<file path="config.mk">
export PLATFORM = sky130hd
export DESIGN_NAME = div_operand_sequencer
export DESIGN_NICKNAME = d
export VERILOG_FILES = /design/src/rtl/div_operand_sequencer.sv
export SDC_FILE = /design/constraint.sdc
export NUM_CORES = 1
export LEC_CHECK = 0
export CAP_MARGIN = 20
export CORE_ASPECT_RATIO = 0.75
export CORE_UTILIZATION = 49
export DETAILED_ROUTE_END_ITERATION = 7
export PLACE_DENSITY_LB_ADDON = 0.3
export SKIP_LAST_GASP = 1
export SYNTH_ARGS = -nofsm -noshare
export SYNTH_HDL_FRONTEND = slang
export SYNTH_SLANG_ARGS = --single-unit
</file>
<file path="constraint.sdc">
create_clock -name clk_i -period 11.5 [get_ports clk_i]
set_input_delay 2.3 -clock clk_i [delete_from_list [all_inputs] [get_ports clk_i]]
set_output_delay 2.3 -clock clk_i [all_outputs]
set_load 0.01 [all_outputs]
</file>
<file path="src/rtl/div_operand_sequencer.sv">
// div_operand_sequencer: turns one divide/remainder instruction into a stream of
// tail-trimmed, masked 64-bit operand words for the lane's serial divider.
package div_operand_sequencer_pkg;
   typedef enum logic [1:0] {EW8, EW16, EW32, EW64} vew_e;
   typedef enum logic [1:0] {VDIVU, VDIV, VREMU, VREM} ara_op_e;
endpackage

module div_operand_sequencer
   import div_operand_sequencer_pkg::*;
#(
   parameter int VlWidth   = 16,
   parameter int DataWidth = 64,
   parameter int StrbWidth = DataWidth / 8
) (
   input  logic                 clk_i,
   input  logic                 rst_ni,
   input  logic                 cmd_valid_i,
   output logic                 cmd_ready_o,
   input  logic [VlWidth-1:0]   cmd_vl_i,
   input  vew_e                 cmd_vew_i,
   input  ara_op_e              cmd_op_i,
   input  logic                 cmd_vm_i,
   input  logic [DataWidth-1:0] opa_i,
   input  logic                 opa_valid_i,
   output logic                 opa_ready_o,
   input  logic [DataWidth-1:0] opb_i,
   input  logic                 opb_valid_i,
   output logic                 opb_ready_o,
   input  logic [StrbWidth-1:0] mask_i,
   input  logic                 mask_valid_i,
   output logic                 mask_ready_o,
   output logic [DataWidth-1:0] div_operand_a_o,
   output logic [DataWidth-1:0] div_operand_b_o,
   output logic [StrbWidth-1:0] div_be_o,
   output logic [StrbWidth-1:0] div_mask_o,
   output ara_op_e              div_op_o,
   output vew_e                 div_vew_o,
   output logic                 div_valid_o,
   input  logic                 div_ready_i,
   input  logic                 div_result_valid_i,
   input  logic                 div_result_ready_i,
   output logic                 busy_o,
   output logic                 done_o
);
   typedef enum logic [1:0] {IDLE, ISSUE, DRAIN, FIN} state_e;
   localparam logic [StrbWidth:0] One = 1;

   state_e               state_q, state_d;
   vew_e                 vew_q, vew_d, dvew_q, dvew_d;
   ara_op_e              op_q, op_d, dop_q, dop_d;
   logic                 vm_q, vm_d, dvalid_q, dvalid_d;
   logic [VlWidth-1:0]   elem_rem_q, elem_rem_d, issued_q, issued_d, done_cnt_q, done_cnt_d;
   logic [DataWidth-1:0] opa_q, opa_d, opb_q, opb_d;
   logic [StrbWidth-1:0] be_q, be_d, mask_q, mask_d, be_base;
   logic [VlWidth-1:0]   take;
   logic [3:0]           epw, nbytes;
   logic                 fire, res_hs;

   assign epw     = 4'd8 >> vew_q;
   assign take    = (elem_rem_q < VlWidth'(epw)) ? elem_rem_q : VlWidth'(epw);
   assign nbytes  = 4'(take) << vew_q;
   assign be_base = StrbWidth'((One << nbytes) - One);
   // The output register counts as free when the divider takes its word this cycle.
   assign fire    = (state_q == ISSUE) && opa_valid_i && opb_valid_i && (mask_valid_i || vm_q)
                    && (!dvalid_q || div_ready_i);
   assign res_hs  = (state_q != IDLE) && div_result_valid_i && div_result_ready_i;

   assign cmd_ready_o     = (state_q == IDLE);
   assign opa_ready_o     = fire;
   assign opb_ready_o     = fire;
   assign mask_ready_o    = fire && !vm_q;
   assign busy_o          = (state_q != IDLE);
   assign done_o          = (state_q == FIN);
   assign div_operand_a_o = opa_q;
   assign div_operand_b_o = opb_q;
   assign div_be_o        = be_q;
   assign div_mask_o      = mask_q;
   assign div_op_o        = dop_q;
   assign div_vew_o       = dvew_q;
   assign div_valid_o     = dvalid_q;

   always_comb begin
      state_d    = state_q;
      vew_d      = vew_q;
      op_d       = op_q;
      vm_d       = vm_q;
      elem_rem_d = elem_rem_q;
      issued_d   = issued_q;
      done_cnt_d = done_cnt_q + VlWidth'(res_hs);
      opa_d      = opa_q;
      opb_d      = opb_q;
      be_d       = be_q;
      mask_d     = mask_q;
      dop_d      = dop_q;
      dvew_d     = dvew_q;
      dvalid_d   = dvalid_q && !div_ready_i;
      if (fire) begin
         opa_d      = opa_i;
         opb_d      = opb_i;
         be_d       = vm_q ? be_base : be_base & mask_i;
         mask_d     = vm_q ? '0 : mask_i;
         dop_d      = op_q;
         dvew_d     = vew_q;
         dvalid_d   = 1'b1;
         elem_rem_d = elem_rem_q - take;
         issued_d   = issued_q + 1'b1;
      end
      case (state_q)
         IDLE: if (cmd_valid_i) begin
            vew_d      = cmd_vew_i;
            op_d       = cmd_op_i;
            vm_d       = cmd_vm_i;
            elem_rem_d = cmd_vl_i;
            issued_d   = '0;
            done_cnt_d = '0;
            state_d    = (cmd_vl_i == '0) ? FIN : ISSUE;
         end
         ISSUE: state_d = (fire && elem_rem_d == '0) ? DRAIN : ISSUE;
         DRAIN: state_d = (done_cnt_d == issued_q) ? FIN : DRAIN;
         FIN:   state_d = IDLE;
      endcase
   end

   always_ff @(posedge clk_i or negedge rst_ni) begin
      if (!rst_ni) begin
         state_q    <= IDLE;
         vew_q      <= EW8;
         op_q       <= VDIVU;
         vm_q       <= 1'b0;
         elem_rem_q <= '0;
         issued_q   <= '0;
         done_cnt_q <= '0;
         opa_q      <= '0;
         opb_q      <= '0;
         be_q       <= '0;
         mask_q     <= '0;
         dop_q      <= VDIVU;
         dvew_q     <= EW8;
         dvalid_q   <= 1'b0;
      end else begin
         state_q    <= state_d;
         vew_q      <= vew_d;
         op_q       <= op_d;
         vm_q       <= vm_d;
         elem_rem_q <= elem_rem_d;
         issued_q   <= issued_d;
         done_cnt_q <= done_cnt_d;
         opa_q      <= opa_d;
         opb_q      <= opb_d;
         be_q       <= be_d;
         mask_q     <= mask_d;
         dop_q      <= dop_d;
         dvew_q     <= dvew_d;
         dvalid_q   <= dvalid_d;
      end
   end
endmodule

</file>
Word-level counts from Yosys, hierarchy flattened
Cells that the tools add are included.
{"block": "word_totals", "reg_bits": 204, "elab_cells": 64, "out_inout_bits": 155, "inputBits": 166}
{"block": "op_classes", "n_mux": 17, "magnitude_cmp": 1, "eq_ne": 5, "reduce_logical": 19, "shifts": 3, "addsub": 4, "bitwise_logic": 1}
{"op": "$mux W16", "n": 9}
{"op": "$logic_not A16 Y1", "n": 2}
{"op": "$add A16 B1 Y16", "n": 1}
{"op": "$add A16 B1 Y16 const B", "n": 1}
{"op": "$eq A16 B16 Y1", "n": 1}
{"op": "$lt A16 B4 Y1", "n": 1}
{"op": "$mux W8", "n": 2}
{"op": "$sub A16 B16 Y16", "n": 1}
{"op": "$logic_and A1 B1 Y1", "n": 9}
{"op": "$and A8 B8 Y8", "n": 1}
{"op": "$pmux W2 S4", "n": 1}
{"op": "$shl A1 B4 Y8 const A", "n": 1}
{"op": "$sub A8 B1 Y8 const B", "n": 1}
{"op": "$mux W2", "n": 3}
{"op": "$eq A2 B2 Y1 const B", "n": 2}
{"op": "$shl A4 B2 Y4", "n": 1}
{"op": "$shr A4 B2 Y4 const A", "n": 1}
{"op": "$logic_not A1 Y1", "n": 3}
{"op": "$eq A2 B1 Y1 const B", "n": 1}
{"op": "$logic_not A2 Y1", "n": 1}
{"op": "$logic_or A1 B1 Y1", "n": 2}
{"op": "$mux W1", "n": 2}
{"op": "$ne A2 B2 Y1 const B", "n": 1}
{"op": "$reduce_and A2 Y1", "n": 1}
{"op": "$reduce_bool A2 Y1", "n": 1}

Logic depth before layout (Yosys ltp)
{"block": "logic_depth", "word_depth": 10, "mapped_depth": 20}

Least setup slack after synthesis
Ideal clock, no wire load.
{"block": "synth_path", "path_kind": "input-to-output", "startpoint": "input port opb_valid_i", "endpoint": "output port opb_ready_o", "stages": 7, "t_arrival_ps": 3759, "setup_slack_ps": 5441, "required_time_ps": 9200, "path_cell_list": "and4b_1 > o211ai_2 > clkbuf_1 > inv_1 > clkbuf_1 > clkbuf_1 > buf_4"}
{"block": "synth_via", "elab_chain_cells": 3}
{"element": "start, declared", "line_no": "27", "rtl": "input logic opb_valid_i,"}
{"element": "$logic_and A1 B1 Y1 (2 in a row)", "line_no": "64", "rtl": "assign fire = (state_q == ISSUE) && opa_valid_i && opb_valid_i && (mask_valid_i || vm_q)"}
{"element": "$logic_and A1 B1 Y1", "line_no": "65", "rtl": "&& (!dvalid_q || div_ready_i);"}
{"element": "end, declared", "line_no": "28", "rtl": "output logic opb_ready_o,"}
No other way between the ends.

Worst setup path after layout
Same ends and word-level chain as after synthesis.

==> impl_metrics.yaml <==
routing:
  via_count: 8299
  drc: 0
  ant_nets: 0
  drtIter0Drc: 522
  drt-total-wl_mm: 27.0
  vias_per_cell: 5.20
  first_pass_iters: 6
  avgRoutedWirePerCell_microns: 16.9
finish:
  final_cells: 1597
  mostFrequentLayoutCells: "459 x nand2_1, 319 x clkdlybuf4s50_1, 204 x dfrtp_1"
  nets: 1519
  layout_commonest_cell: "nand2_1"
  syn2layout_area_growth_pct: 43.8
  layout-drive-gt1-share_pct: 3.99
  final_cell_area_sq_um: 13200
  fin_util_pct: 73.5
synthesis:
  synth-edff-count: 0
  async_reset_ff_share_pct: 100
  synth_cell_types: 56
  seq_area_frac_synth_pct: 55.6
  synth_ff_type: "dfrtp_1"
  avgSynthCellArea_sq_um: 8.75
  syn_area_sq_um: 9180
  synth_cells: 1049
  yosysWarnings: 0
  synth_nets: 1227
  synth_seq_cells: 204
clocking:
  cts_tree: "done"
  holdBufCountCts: 0
  clock_latency_ns: 0.49
  ctsHtreeMaxLevel: 1
  path_clk_slew_ns: 0.06
  clock_path_buffers: 3
  ctsResizeCount: 0
  post_cts_buffers: 0
  numCtsBuffers: 21
  cts_sinks: 204
  root_buffer: "clkbuf_16"
worst_hold_path:
  hold_class: "reg2reg"
timing:
  timing.hold.ws_ns: 0.472
  finalClockSkew_ns: 0.00872
  tightest_slew_ns: 0.995
  setup_viol: 0
  finalHoldViolations: 0
  tns_ns: 0
  maxSlewViolCount: 0
  period_share_pct: 62.3
  max_freq_ghz: 0.140
  maxSlewHeadroom_pct: 33.7
  rsz0062_at_grt: "false"
  post-route-min-period_ns: 7.16
worst_setup_path:
  critPathRequiredTime_ns: 9.20
  cp_max_fo: 89
  start_kind: "input port"
  crit_path_end_kind: "primary output"
  crit_type: "in2out"
  cp.arrival_ns: 4.86
die:
  dieArea_sq_um: 19300
  die_x_microns: 160
  rows: 42
  start_util_pct: 51.1
  coreArea_sq_um: 18000
  die_h_microns: 121
  num_io_pins: 321
global_route:
  grt_pass1_vias: 8126
  grt_pass1_wl_mm: 42.6
  gr-total-overflow: 0
  grt_use_total_pct: 27.9
  antenna_found_initial: 1
  grt_max_degree: 102
placement:
  gp_congestion: 0.894
  port_buffers: 320
  place_area_sq_um: 12500
  dp_cells: 1559
  dp_hpwl_mm: 18.8
outcome:
  status: "finished, final reports clean"
flow_run:
  drv_cap: 0
power_and_ir_drop:
  p_leak_uw: 0.00617
  vdd_drop_max_uv: 125
  power_density_nw_per_um2: 188
-- cell type report --
type                    count  area, sq um
fillers                  1318         4770
diodes                      1         2.50
flip-flops and latches    204         5100
well taps                 242          303
clock inverters             7         66.3
clock buffers              29          596
repair buffers            326         3260
inverters                  11         43.8
multi-input cells         777         3820
-- cell usage after synthesis, types with 3 or more instances --
cell / number / area share, %
mux2_2: 4 / 0.49
dfrtp_1: 204 / 56
o21ai_1: 5 / 0.27
o31ai_1: 5 / 0.41
clkbuf_1: 50 / 2.0
and3_1: 5 / 0.34
nand2b_1: 10 / 0.68
nand4_1: 7 / 0.48
nand2_1: 459 / 19
xnor2_1: 21 / 2.0
xor2_1: 33 / 3.1
nor4_1: 9 / 0.61
o2111ai_1: 3 / 0.29
and2_1: 4 / 0.27
nor2_1: 64 / 2.6
buf_2: 3 / 0.16
nor3_1: 10 / 0.55
nand3_1: 19 / 1.0
or4_1: 3 / 0.25
or4_4: 4 / 0.49
inv_1: 10 / 0.41
buf_1: 3 / 0.12
o21ai_0: 37 / 2.0
a31oi_1: 4 / 0.27
ha_1: 11 / 1.5
or3_1: 9 / 0.61
a21oi_1: 12 / 0.65
mux2i_1: 4 / 0.44
-- final timing paths --
kind / slack, ns / cells after the start / startpoint / endpoint
worst max-delay path: 4.34 / 6 / opb_valid_i / opb_ready_o
max in group asynchronous: 7.75 / 3 / rst_ni / div_operand_b_o[35]
worst min-delay path: 0.47 / 2 / div_operand_a_o[46] / div_operand_a_o[46]
worst min register to register: 0.47 / 2 / div_operand_a_o[46] / div_operand_a_o[46]
worst max register to register: 6.96 / 17 / vew_q[1] / state_q[0]
min in group asynchronous: 1.88 / 1 / rst_ni / div_operand_b_o[55]
-- flip-flops by register name, indices dropped and copies added, names as in the netlist, 8 cells and up --
| name | cells |
|---|---|
| div_operand_a_o | 64 |
| div_operand_b_o | 64 |
| done_cnt_q | 16 |
| elem_rem_q | 16 |
| issued_q | 16 |
| div_be_o | 8 |
| div_mask_o | 8 |
-- kinds of logic after synthesis --
group,Yosys count,share of synthesized area (%)
simple gates,618,28.1
flops,204,55.6
compound gates,85,5.64
buf+inv,68,2.86
xor+xnor,54,5.15
fa+ha+maj,12,1.72
mux,8,0.927
-- per-stage QoR --
stage / total power (uW) / setup slack [ns]
after floorplan: 1390 / 5.44
after global placement: 1790 / 4.34
after detailed placement: 1820 / 4.35
after CTS: 2490 / 4.34
after global routing: 2620 / 4.16
final: 2480 / 4.34
-- where the power goes --
group          switching (uW)  internal (uW)  total, uW
Sequential                147            886       1030
Clock                     277            384        662
Combinational             370            416        786
Total                     795           1690       2480
-- metal layers --
metal / part of all wire, % / vias to the layer above / global-route usage, %
met4: 3.5 / 0 / 10.1
met3: 8.3 / 69 / 7.65
met1: 42 / 3973 / 36.8
li1: - / 3949 / -
met2: 46 / 308 / 44.5
met5: 0 / - / 0
-- critical path: stages --
cell             delay [ns]
clkdlybuf4s50_1        0.39
and4b_1                0.24
o211ai_4               0.08
buf_4                  0.75
inv_4                  0.46
clkdlybuf4s50_1        0.60
(Power assumes the default switching activity.)
==> variant 1, RTL diff (same settings) <==
Set the parameter `VlWidth` to 32 (it was 16).
--- a/src/rtl/div_operand_sequencer.sv
+++ b/src/rtl/div_operand_sequencer.sv
@@ -8,7 +8,7 @@
 module div_operand_sequencer
    import div_operand_sequencer_pkg::*;
 #(
-   parameter int VlWidth   = 16,
+   parameter int VlWidth   = 32,
    parameter int DataWidth = 64,
    parameter int StrbWidth = DataWidth / 8
 ) (
Ports: changed (resized cmd_vl_i); port bits go from 321 to 337. The function was not compared with the original's and may differ.
==> variant 1 against the unedited design <==
Critical path type unchanged. First-iteration DRC count grew 120%. Sequential share of layout area is 1.5 points lower. Total power increased by 19%. Setup slack better by 0.099 ns. Cell area rose by 29%. Critical endpoint unchanged. Via count is 38% higher. Count of clock-buffer cells in the layout is 6 higher. Routed wire length rose by 38%. Sequential cell count grew 48. Area after synthesis grew 37%.
==> variant 1: results <==
[run_status]
status = completed

[synth]
synth.top_cells.by_area = sky130_fd_sc_hd__dfrtp_1 (50%), sky130_fd_sc_hd__nand2_1 (16%), sky130_fd_sc_hd__xnor2_1 (4.5%)
complex_gate_fraction_of_the_synthesized_area_pct = 6.68
yosysSeqAreaShare_pct = 50.3
synthesis.instances = 1467
yosys.area_share.adder_pct = 1.26
synth_xor_xnor_area_share_pct = 7.33
synth_commonest_cells = sky130_fd_sc_hd__nand2_1 (520), sky130_fd_sc_hd__dfrtp_1 (252), sky130_fd_sc_hd__nor2_1 (120), sky130_fd_sc_hd__clkbuf_1 (65), sky130_fd_sc_hd__xnor2_1 (65)
synth_fp_nets = 1661
synthMuxAreaShare_pct = 0.409
yosysUniqueCellTypes = 68

[timing]
slew-limit-headroom_pct = 35.1
fin_worst_skew_ns = 0.0148

[detailed_routing]
viasPerCell = 5.41
drtPass1Iterations = 8
number_of_vias_in_the_routed_layout = 11400
wl_per_cell_um = 17.6
first_iter_violations = 1124

[layout]
antenna-diode-count = 0
drive_gt1_share_pct = 4.34
nets = 1950

[place]
portBuffers = 336
detailedPlacementHpwl_mm = 26.3
routabilityCongestion = 0.924
numPlacedInstances = 2064

[global_route]
grt_max_degree = 115
grt_first_pass_wirelength_mm = 59.2
grt_antenna_before_repair = 0
track_usage_pct = 28.1

[pwr]
vdd_drop_max_v = 0.000116
sw_frac_of_total_pct = 31.9
leakage_nw = 7.64

[critical_path]
cp_slowest_stage_delay_ns = 0.65
cp_max_stage_cell = sky130_fd_sc_hd__clkdlybuf4s50_1
worstPathMaxFanout = 50

[cts]
insertion_delay_ns = 0.54
ctsHtreeMaxLevel = 1
cts_inserted_buffers = 26
post_cts_buffers = 0
==> variant 1: cell types whose count changed after synthesis, sizes merged, moves of 16 or more <==
cell	delta
a21oi	+17
nand4	+16
nor4	+25
nor2	+56
dfrtp	+48
xnor2	+44
nand2	+62
==> variant 1: path summary, 6_finish.rpt <==
check	startpoint	endpoint	slack, ns	cells after the start
worst min register to register	div_mask_o[6]$_DFFE_PN0P_	div_mask_o[6]$_DFFE_PN0P_	0.47	2
max in group asynchronous	rst_ni	div_operand_a_o[19]$_DFFE_PN0P_	7.44	3
worst max-delay path	opb_valid_i	opb_ready_o	4.44	5
min in group asynchronous	rst_ni	done_cnt_q[2]$_DFF_PN0_	1.82	1
worst max register to register	elem_rem_q[4]$_DFF_PN0_	state_q[0]$_DFFE_PN0P_	6.07	15
worst min-delay path	div_mask_o[6]$_DFFE_PN0P_	div_mask_o[6]$_DFFE_PN0P_	0.47	2
==> variant 1: area by class of cell <==
class / count / area (um^2)
fillers: 1989 / 8040
repair buffers: 345 / 3450
well taps: 338 / 423
flip-flops and latches: 252 / 6310
multi-input cells: 1117 / 5850
clock buffers: 35 / 734
inverters: 14 / 55.1
clock inverters: 12 / 154
==> variant 1: cells by family (layout without fill, tap and decap cells) <==
group                    Yosys count  after routing
AO/OA/AOI/OAI                    132            132
adder cells (fa/ha/maj)           12             12
XOR/XNOR                         105            105
flip-flops                       252            252
AND/OR/NAND/NOR                  863            863
buffers and inverters             98            406
multiplexers                       5              5
==> variant 1: routing by layer <==
| metal | up-vias | GRT usage [%] | wire length [um] |
|---|---|---|---|
| met1 | 5504 | 38.9 | 16100 |
| li1 | 5434 | - | - |
| met2 | 423 | 44.4 | 17100 |
| met4 | 0 | 9.10 | 1310 |
| met5 | - | 0 | 0 |
| met3 | 75 | 5.61 | 2560 |
==> variant 1: power groups by stage <==
stage                     logic, mW  registers, mW  clock network (mW)
after global routing          0.931           1.25               0.925
after detailed placement      0.848           1.24                   0
after CTS                     0.854           1.22               0.891
after floorplan               0.392           1.24                   0
final                         0.851           1.23               0.875
after global placement        0.829           1.23                   0
==> variant 1: worst max-delay path: cells and delay by family <==
family	cells	cell delay, ns
buffers and inverters	3	1.71
and+or+nand+nor	2	0.71
==> variant 1: metrics by stage <==
step	power, mW	instance area, um^2
finish	2.95	17000
CTS	2.97	16900
global route	3.11	17000
detailed placement	2.08	16100
global placement	2.06	16100
floorplan	1.63	12500
==> variant 2, RTL diff (same flow settings) <==
Made on the original files. Reset style: synchronous (`rst_ni`), changed in one clocked block.
--- a/src/rtl/div_operand_sequencer.sv
+++ b/src/rtl/div_operand_sequencer.sv
@@ -121,7 +121,7 @@
       endcase
    end
 
-   always_ff @(posedge clk_i or negedge rst_ni) begin
+   always_ff @(posedge clk_i) begin
       if (!rst_ni) begin
          state_q    <= IDLE;
          vew_q      <= EW8;
Behaviour: differs if rst_ni is asserted again (counterexample within 4 cycles, from zero or initial values and one cycle with rst_ni low); with rst_ni held inactive, the same outputs for 4 cycles.
==> variant 2 against the unedited design <==
Setup slack gained 0.15 ns. Routed wire length shrank 1.7%. Critical endpoint is now opa_ready_o. Count of clock-buffer cells in the layout grew 2. Sequential cell count is the same. Die area shrank 5.9%. Area after synthesis shrank 6.0%. Fmax grew 2.1%. Cell area shrank 5.1%.
Power is not compared: it rests on default switching activity, and its combinational part moved more than twofold at a synthesized area within 25%.
==> variant 2: results <==
[critical_path]
critical_path.reg2reg.endpoint = state_q[1]$_SDFFE_PN0P_
r2r.worst_path.cells = 18
critical_path.endpoint = opa_ready_o
regToRegSetupSlack_ns = 6.75
timing.rr.start = vew_q[0]$_SDFFE_PN0P_
cp_data_arrival_time_ns = 4.72

[layout]
register_fraction_of_the_total_cell_area_pct = 32.6
drive_gt1_share_pct = 3.75
number_of_clock_buffer_instances_in_the_layout = 31
buffer_area_share_pct = 25.9
num-multi-input-gates = 812
nNonClkBuffers = 325
antenna-diode-count = 0
final-instance-count-excl-fill = 1624
multi_input_comb_area_um2 = 4210
clock_buffers_and_inverters_area_share_pct = 5.28

[synth]
synth_commonest_cells = sky130_fd_sc_hd__nand2_1 (322), sky130_fd_sc_hd__dfxtp_1 (204), sky130_fd_sc_hd__a21oi_1 (167), sky130_fd_sc_hd__nor2_1 (77), sky130_fd_sc_hd__clkbuf_1 (64)
synthesis.instances = 1102
synth_fp_nets = 1280
complex_gate_fraction_of_the_synthesized_area_pct = 14.9
synth-async-reset-ratio_pct = 0
yosys.area_share.adder_pct = 1.83
synth_xor_xnor_area_share_pct = 5.17
yosysUniqueCellTypes = 58
ys_dominant_reg_cell = sky130_fd_sc_hd__dfxtp_1

[min_path]
worstHoldStart = op_q[0]$_SDFFE_PN0P_

[place]
detailedPlacementHpwl_mm = 18.4
routabilityCongestion = 0.857

[global_route]
first_global_vias = 7823
grt_antenna_before_repair = 0
grt_util_met1_pct = 33.4
grt_first_pass_wirelength_mm = 39.5
globalRouteMet2Util_pct = 47.7
track_usage_pct = 27.3
grt_max_degree = 99

[detailed_routing]
drt-total-wl_mm = 26.5
first_iter_violations = 737
viasPerCell = 5.29
drtPass1Iterations = 5

[run_status]
status = completed

[cts]
cts_inserted_buffers = 21

[timing]
timing_worst_slew_pin_value_ns = 1.01
variant 2: cell types whose count changed after synthesis, moves of 13 or more:
cell,unedited run,this run
sky130_fd_sc_hd__nand2_1,459,322
sky130_fd_sc_hd__nor2_1,64,77
sky130_fd_sc_hd__clkbuf_1,50,64
sky130_fd_sc_hd__a21oi_1,12,167
sky130_fd_sc_hd__dfrtp_1,204,0
sky130_fd_sc_hd__dfxtp_1,0,204
sky130_fd_sc_hd__o21ai_0,37,9
variant 2: per-stage QoR:
| step | setup WS (ns) | utilization [%] | hold slack (ns) | area, um^2 | power [mW] |
|---|---|---|---|---|---|
| floorplan | 5.52 | - | 0.432 | 8630 | 0.838 |
| global placement | 4.51 | 69.7 | 0.439 | 11900 | 0.935 |
| detailed placement | 4.51 | 69.7 | 0.443 | 11900 | 0.938 |
| CTS | 4.50 | 73.6 | 0.448 | 12500 | 1.60 |
| global route | 4.37 | 73.6 | 0.458 | 12500 | 1.65 |
| finish | 4.48 | 73.6 | 0.444 | 12500 | 1.59 |
variant 2: report_power, final:
part / leakage (nW) / switching, mW / total (mW) / internal (mW)
registers: 1.65 / 0.0172 / 0.740 / 0.723
logic: 2.29 / 0.0858 / 0.185 / 0.0997
clock network: 0.329 / 0.277 / 0.663 / 0.386
variant 2: critical path, cell delays in order:
cell and delay, ns:
sky130_fd_sc_hd__clkdlybuf4s50_1 0.46, sky130_fd_sc_hd__nand4b_1 0.12, sky130_fd_sc_hd__or3_4 0.60, sky130_fd_sc_hd__inv_4 0.54, sky130_fd_sc_hd__clkdlybuf4s50_1 0.66
variant 2: layer usage:
layer | part of all wire [%] | routed length [um]
met5 | 0 | 0
met3 | 7.7 | 2040
met2 | 48 | 12600
met4 | 3.4 | 903
met1 | 41 | 10900
